$ cat config.mk
export PLATFORM = sky130hd
export DESIGN_NAME = vga_timing_gen
export DESIGN_NICKNAME = d
export VERILOG_FILES = /design/src/rtl/vga_timing_pkg.sv /design/src/rtl/sync_delay_line.sv /design/src/rtl/vga_timing_gen.sv
export SDC_FILE = /design/constraint.sdc
export NUM_CORES = 1
export LEC_CHECK = 0
export CAP_MARGIN = 15
export CORE_ASPECT_RATIO = 2
export CORE_MARGIN = 2
export CORE_UTILIZATION = 52
export DETAILED_ROUTE_END_ITERATION = 10
export GPL_ROUTABILITY_DRIVEN = 0
export GPL_TIMING_DRIVEN = 1
export PLACE_DENSITY = 0.76
export SYNTH_ARGS = -nofsm -noshare
export SYNTH_HDL_FRONTEND = slang
export SYNTH_HIERARCHICAL = 1
export SYNTH_SLANG_ARGS = --single-unit
$ cat constraint.sdc
create_clock -name clk -period 3.4 [get_ports clk]
set_input_delay 0.51 -clock clk [delete_from_list [all_inputs] [get_ports clk]]
set_output_delay 0.51 -clock clk [all_outputs]
set_load 0.005 [all_outputs]
$ cat src/rtl/vga_timing_pkg.sv
// Shared 640x480@60 timing constants, sync level encodings and helpers
// used by the display timing generator.
package vga_timing_pkg;

    localparam int unsigned DEF_H_ACTIVE = 640;
    localparam int unsigned DEF_H_FP     = 16;
    localparam int unsigned DEF_H_SYNC   = 96;
    localparam int unsigned DEF_H_BP     = 48;
    localparam int unsigned DEF_V_ACTIVE = 480;
    localparam int unsigned DEF_V_FP     = 10;
    localparam int unsigned DEF_V_SYNC   = 2;
    localparam int unsigned DEF_V_BP     = 33;

    localparam int unsigned MAX_TOTAL     = 1024;
    localparam int unsigned MAX_DELAY     = 7;

    localparam logic SYNC_ACTIVE_LOW  = 1'b0;
    localparam logic SYNC_ACTIVE_HIGH = 1'b1;

    typedef struct packed {
        logic vsync;
        logic hsync;
        logic video;
    } sync_bits_t;

    function automatic int unsigned timing_total(
        input int unsigned active,
        input int unsigned fp,
        input int unsigned sync,
        input int unsigned bp
    );
        return active + fp + sync + bp;
    endfunction

    function automatic sync_bits_t sync_idle(input logic pol);
        sync_bits_t s;
        s.vsync = ~pol;
        s.hsync = ~pol;
        s.video = 1'b0;
        return s;
    endfunction

endpackage

$ cat src/rtl/sync_delay_line.sv
// Async-reset shift register with a per-bit reset value; depth 0 is a
// straight pass-through.
module sync_delay_line #(
    parameter int unsigned        DEPTH   = 2,
    parameter int unsigned        WIDTH   = 3,
    parameter logic [WIDTH-1:0]   RST_VAL = '0
) (
    input  logic             clk,
    input  logic             reset,
    input  logic [WIDTH-1:0] din,
    output logic [WIDTH-1:0] dout
);

    generate
        if (DEPTH == 0) begin : g_bypass
            logic unused_clk_reset;
            assign unused_clk_reset = clk ^ reset;
            assign dout = din;
        end else begin : g_shift
            logic [WIDTH-1:0] stage [DEPTH];

            always_ff @(posedge clk or posedge reset) begin
                if (reset) begin
                    for (int unsigned i = 0; i < DEPTH; i++) begin
                        stage[i] <= RST_VAL;
                    end
                end else begin
                    stage[0] <= din;
                    for (int unsigned i = 1; i < DEPTH; i++) begin
                        stage[i] <= stage[i-1];
                    end
                end
            end

            assign dout = stage[DEPTH-1];
        end
    endgenerate

endmodule

$ cat src/rtl/vga_timing_gen.sv
// Free-running display timing generator: pixel coordinates, line/frame
// strobes, and sync/video flags delayed to match the sprite pipelines.
module vga_timing_gen
    import vga_timing_pkg::*;
#(
    parameter int unsigned H_ACTIVE   = DEF_H_ACTIVE,
    parameter int unsigned H_FP       = DEF_H_FP,
    parameter int unsigned H_SYNC     = DEF_H_SYNC,
    parameter int unsigned H_BP       = DEF_H_BP,
    parameter int unsigned V_ACTIVE   = DEF_V_ACTIVE,
    parameter int unsigned V_FP       = DEF_V_FP,
    parameter int unsigned V_SYNC     = DEF_V_SYNC,
    parameter int unsigned V_BP       = DEF_V_BP,
    parameter logic        SYNC_POL   = SYNC_ACTIVE_LOW,
    parameter int unsigned SYNC_DELAY = 2
) (
    input  logic       clk,
    input  logic       reset,
    output logic [9:0] pix_row,
    output logic [9:0] pix_col,
    output logic       hsync,
    output logic       vsync,
    output logic       video_on,
    output logic       line_tick,
    output logic       frame_tick
);

    localparam int unsigned H_TOTAL = timing_total(H_ACTIVE, H_FP, H_SYNC, H_BP);
    localparam int unsigned V_TOTAL = timing_total(V_ACTIVE, V_FP, V_SYNC, V_BP);

    generate
        if (H_TOTAL > MAX_TOTAL || V_TOTAL > MAX_TOTAL || SYNC_DELAY > MAX_DELAY) begin : g_param_check
            $error("vga_timing_gen: totals must not exceed 1024 and SYNC_DELAY must be 0..7");
        end
    endgenerate

    // Decode thresholds are 11 bits so a 1024-wide total cannot wrap them.
    localparam logic [9:0]  H_LAST   = 10'(H_TOTAL - 1);
    localparam logic [9:0]  V_LAST   = 10'(V_TOTAL - 1);
    localparam logic [10:0] H_ACT    = 11'(H_ACTIVE);
    localparam logic [10:0] V_ACT    = 11'(V_ACTIVE);
    localparam logic [10:0] HS_START = 11'(H_ACTIVE + H_FP);
    localparam logic [10:0] HS_END   = 11'(H_ACTIVE + H_FP + H_SYNC);
    localparam logic [10:0] VS_START = 11'(V_ACTIVE + V_FP);
    localparam logic [10:0] VS_END   = 11'(V_ACTIVE + V_FP + V_SYNC);

    localparam sync_bits_t SYNC_IDLE = sync_idle(SYNC_POL);

    logic [9:0]  h;
    logic [9:0]  v;
    logic [10:0] hx;
    logic [10:0] vx;
    sync_bits_t  sync_raw;
    sync_bits_t  sync_reg;
    sync_bits_t  sync_out;

    assign hx = {1'b0, h};
    assign vx = {1'b0, v};

    always_comb begin
        sync_raw = SYNC_IDLE;
        if (hx >= HS_START && hx < HS_END) begin
            sync_raw.hsync = SYNC_POL;
        end
        if (vx >= VS_START && vx < VS_END) begin
            sync_raw.vsync = SYNC_POL;
        end
        sync_raw.video = (hx < H_ACT) && (vx < V_ACT);
    end

    always_ff @(posedge clk or posedge reset) begin
        if (reset) begin
            h          <= '0;
            v          <= '0;
            pix_row    <= '0;
            pix_col    <= '0;
            line_tick  <= 1'b0;
            frame_tick <= 1'b0;
            sync_reg   <= SYNC_IDLE;
        end else begin
            pix_col    <= h;
            pix_row    <= v;
            line_tick  <= (h == '0);
            frame_tick <= (vx == V_ACT) && (h == '0);
            sync_reg   <= sync_raw;
            if (h == H_LAST) begin
                h <= '0;
                v <= (v == V_LAST) ? '0 : v + 10'd1;
            end else begin
                h <= h + 10'd1;
            end
        end
    end

    // sync_reg already shares the coordinate register stage, so the line
    // adds exactly SYNC_DELAY cycles on top of the coordinates.
    sync_delay_line #(
        .DEPTH   (SYNC_DELAY),
        .WIDTH   (3),
        .RST_VAL (SYNC_IDLE)
    ) u_sync_delay (
        .clk   (clk),
        .reset (reset),
        .din   (sync_reg),
        .dout  (sync_out)
    );

    assign hsync    = sync_out.hsync;
    assign vsync    = sync_out.vsync;
    assign video_on = sync_out.video;

endmodule
---- Word-level counts from Yosys, hierarchy flattened ----
Index checks and enable logic that the tools add are counted.
Widths: inputs -> output; s select.
storage, ports and cells
  output and inout bits ................... 25
  register bits ........................... 51
  word-level logic and storage cells ...... 31
  input bits .............................. 2
operators by class
  equal/unequal tests ..................... 3
  $add $sub $neg .......................... 2
  muxes and demuxes ....................... 4
  reduce and logical (&&, ||, !) cells .... 5
  $lt $le $gt $ge ......................... 6
operators with widths
  kind                   count
  $add 10x1->10 const B  2
  $eq 10x10->1 const B   2
  $lt 10x10->1 const B   2
  $lt 10x9->1 const B    2
  $mux 10                2
  $eq 10x9->1 const B    1
  $ge 10x10->1 const B   1
  $ge 10x9->1 const B    1
  $logic_not 10->1       1
  $logic_and 1x1->1      4
  $mux 1                 2

---- Longest topological paths before layout ----
  word-level depth ........................ 3
  gate-level depth with buffers ........... 7
  gate-level depth less buffers ........... 6

---- Hierarchy ----
Netlist, hierarchy kept.
by module, submodules not included
  module           cells an instance  area each (um^2)  times used
  vga_timing_gen   141                1,775.5           1
  sync_delay_line  10                 181.4             1

---- Worst setup path before layout ----
No wires, ideal clock.
  path kind ............................... register to register
  start ................................... reg h[5]
  end ..................................... reg v[9]
  library setup time ...................... 0.083 ns
  setup slack ............................. 1.830 ns
  buffers on the path ..................... 1
  clock period less this slack ............ 1.570 ns
  stages on the path, launching flop included .. 6
  data arrival time ....................... 1.487 ns
  data required time ...................... 3.317 ns
  cell sequence ........................... dfrtp_1 buf_6 nor4b_4 nand3_2 or4b_1 o21ai_0
on the way
  word-level cells in the longest chain between the ends .. 1
ends and longest elaborated chain
  what                    RTL line              source
  start, declared         vga_timing_gen.sv:49  logic [9:0] h;
  start signal, assigned  vga_timing_gen.sv:90  h <= h + 10'd1;
  $eq 10x10->1            vga_timing_gen.sv:86  if (h == H_LAST) begin
  end signal, assigned    vga_timing_gen.sv:88  v <= (v == V_LAST) ? '0 : v + 10'd1;
  end, declared           vga_timing_gen.sv:50  logic [9:0] v;
No other way between the ends.
A chain may end at the register's enable or synchronous reset.

---- Final worst setup path ----
  start ................................... reg v[0]
  end ..................................... reg v[9]
on the way
  word-level cells in the longest chain between the ends .. 2
ends and longest elaborated chain
  what                                           RTL line
  $add 10x1->10 or $eq 10x10->1 (tied branches)  vga_timing_gen.sv:88
  $mux 10 *                                      vga_timing_gen.sv:88
Every way passes the cells marked *; elsewhere a longest branch is shown, timed or not.

==> results.sh <==
export IMPL_yosysSeqAreaShare=0.656
export IMPL_synthArstFlopShare=1.00
export IMPL_wl_per_cell_microns=14.2
export IMPL_clk_pin_slew_ns=0.08
export IMPL_irDropWorstVdd_mv=0.325
export IMPL_synth_cells=151
export IMPL_ys_warn_count=6
export IMPL_synth_seq_cells=51
export IMPL_hold_viol_final=0
export IMPL_worst_pin_slew_ns=0.912
export IMPL_synth_flop_cell="dfrtp_1"
export IMPL_root_buffer="clkbuf_8"
export IMPL_cts_setup_buffers=0
export IMPL_drc=0
export IMPL_synth_most_common_cell="dfrtp_1"
export IMPL_cp_start_kind="register"
export IMPL_fp_dieW_microns=47.4
export IMPL_core_area_sq_mm=0.00361
export IMPL_outcome="complete, no violations"
export IMPL_synth_common_cells="dfrtp_1 (45), nand3_1 (12), nor2_1 (10)"
export IMPL_drtIter0Drc=23
export IMPL_grt_pass1_vias=1311
export IMPL_fin_skew_ns=0.00487
export IMPL_clkSinkCount=51
export IMPL_antenna_found_initial=0
export IMPL_dieArea_sq_mm=0.00430
export IMPL_synth_area_leaders="dfrtp_1 (58%), dfstp_2 (8.1%), ha_1 (3.2%)"
export IMPL_drt_pass1_iter_count=4
export IMPL_path_class="reg2reg"
export IMPL_pre_cts_slack_ns=1.40
export IMPL_fin_nets=187
export IMPL_initial_utilization=0.542
export IMPL_netlist_area_leader_share=0.575
export IMPL_fill_cells=283
export IMPL_max_freq_ghz=0.498
export IMPL_grt_usage=0.181
export IMPL_syn_avg_cell_area_sq_um=13.0
export IMPL_crit_fanout=7
export IMPL_cts_tree="done"
export IMPL_powerDensity_mw_per_mm2=461
export IMPL_io_pins=27
export IMPL_setup_tns_ns=0
export IMPL_vias_per_cell=5.34
export IMPL_drive_gt1_frac=0.144
export IMPL_setup_ws_ns=1.39
export IMPL_cts_resized_gates=0
export IMPL_slew_limit_headroom=0.392
export IMPL_rows=31
export IMPL_cts_htree_levels=2
export IMPL_cts_hold_fix_buffers=0
export IMPL_whs_ns=0.361
export IMPL_synth_edf_count=0
export IMPL_worstPathArrival_ns=2.18
export IMPL_diodes=0
export IMPL_clock_path_buffers=2
export IMPL_leakagePower_nw=1.07
export IMPL_grt_first_pass_wirelength_mm=5.78
export IMPL_drv_cap=0
export IMPL_yosysTopAreaCell="dfrtp_1"
export IMPL_rsz0062_at_grt="no"
export IMPL_area_growth_pct=21.4
export IMPL_regArea_sq_mm=0.00128
export IMPL_slew_violations=0
export IMPL_grt_max_degree=27
export IMPL_yosysUniqueCellTypes=38
export IMPL_cp_data_required_time_ns=3.57
export IMPL_netlist_area_sq_mm=0.00196
export IMPL_end_kind="register"
export IMPL_globalRouteOverflowTotal=0
export IMPL_die_h_microns=90.8
export IMPL_r2r_slack_ns=1.39
export IMPL_insertion_delay_ns=0.30
export IMPL_detail_route_antenna_nets=0
export IMPL_period_minus_slack_ns=2.01
export IMPL_setup_viol=0
export IMPL_port_buffers=26
export IMPL_min_path_type="reg2reg"
export IMPL_cts_made_buffers=5
export IMPL_post_route_period_util=0.590
export IMPL_dpl_hpwl_mm=2.43
export IMPL_synth_fp_nets=158
export IMPL_wirelength_mm=3.27
export IMPL_dr_total_vias=1229
export IMPL_multi_input_area_sq_um=589
-- per-layer routing --
metal / up-vias / global-route usage / routed length [microns] / part of all wire
met5: - / 0 / 0 / 0
met3: 5 / 0.0400 / 107 / 0.033
li1: 576 / - / - / -
met1: 622 / 0.217 / 1300 / 0.40
met4: 0 / 0.0856 / 58 / 0.018
met2: 26 / 0.292 / 1810 / 0.55
-- power by group --
group	internal (mW)	leakage, nW	switching (mW)
registers	0.606	0.652	0
clock network	0.294	0.0654	0.181
logic	0.00267	0.351	0.0111
total	0.903	1.07	0.192
-- critical path, stage by stage (launching register included) --
cell	delay (ns)
dfrtp_1	0.43
inv_1	0.14
ha_1	0.19
nor4bb_1	0.47
nand3_1	0.32
or4b_1	0.24
o21ai_0	0.09
-- logic make-up (layout without fill, tap and decap cells) --
logic type      after synthesis  in the layout  synth area share
simple gates                 52             52             0.166
flops                        51             51             0.656
compound gates               17             17            0.0531
buf+inv                      15             45            0.0428
xor+xnor                     10             10            0.0448
fa+ha+maj                     5              5            0.0320
mux                           1              1           0.00512
-- area by class of cell --
| cell class | instances | area share |
|---|---|---|
| flip-flops and latches | 51 | 0.540 |
| clock buffers | 6 | 0.0305 |
| clock inverters | 2 | 0.0253 |
| well taps | 49 | 0.0258 |
| inverters | 9 | 0.0142 |
| repair buffers | 28 | 0.116 |
| multi-input cells | 85 | 0.248 |
-- stage by stage --
stage                     cell area (sq um)  utilization  cells  power (mW)
after global routing                   2380        0.659    230        1.13
after global placement                 2240        0.622    222       0.632
after CTS                              2380        0.659    230        1.10
after floorplan                        1960            -    151       0.627
final                                  2380        0.659    230        1.09
after detailed placement               2240        0.622    222       0.633
-- cells in the final DEF (no fill, tap or decap), drive strengths merged, types with 3 or more instances in the layout --
master          n
nand2           3
clkdlybuf4s50  26
xnor2           7
and2            4
nand4           5
xor2            3
o21ai           8
dfstp           6
clkbuf          6
dfrtp          45
nand3          13
and3            5
inv             9
nor2           10
and4            3
ha              5
-- final timing paths --
check | startpoint | end | cells past startpoint
max | v[0]$_DFFE_PP0N_ | v[9]$_DFFE_PP0N_ | 6
min | sync_reg[1]$_DFF_PP1_ | u_sync_delay/g_shift.stage[4]$_DFF_PP1_ | 0
max reg2reg | v[0]$_DFFE_PP0N_ | v[9]$_DFFE_PP0N_ | 6
min reg2reg | sync_reg[1]$_DFF_PP1_ | u_sync_delay/g_shift.stage[4]$_DFF_PP1_ | 0
max in group asynchronous | reset | v[5]$_DFFE_PP0N_ | 3
min in group asynchronous | reset | u_sync_delay/dout[0]$_DFF_PP0_ | 2
No activity file was read; power rests on OpenSTA's default activity.
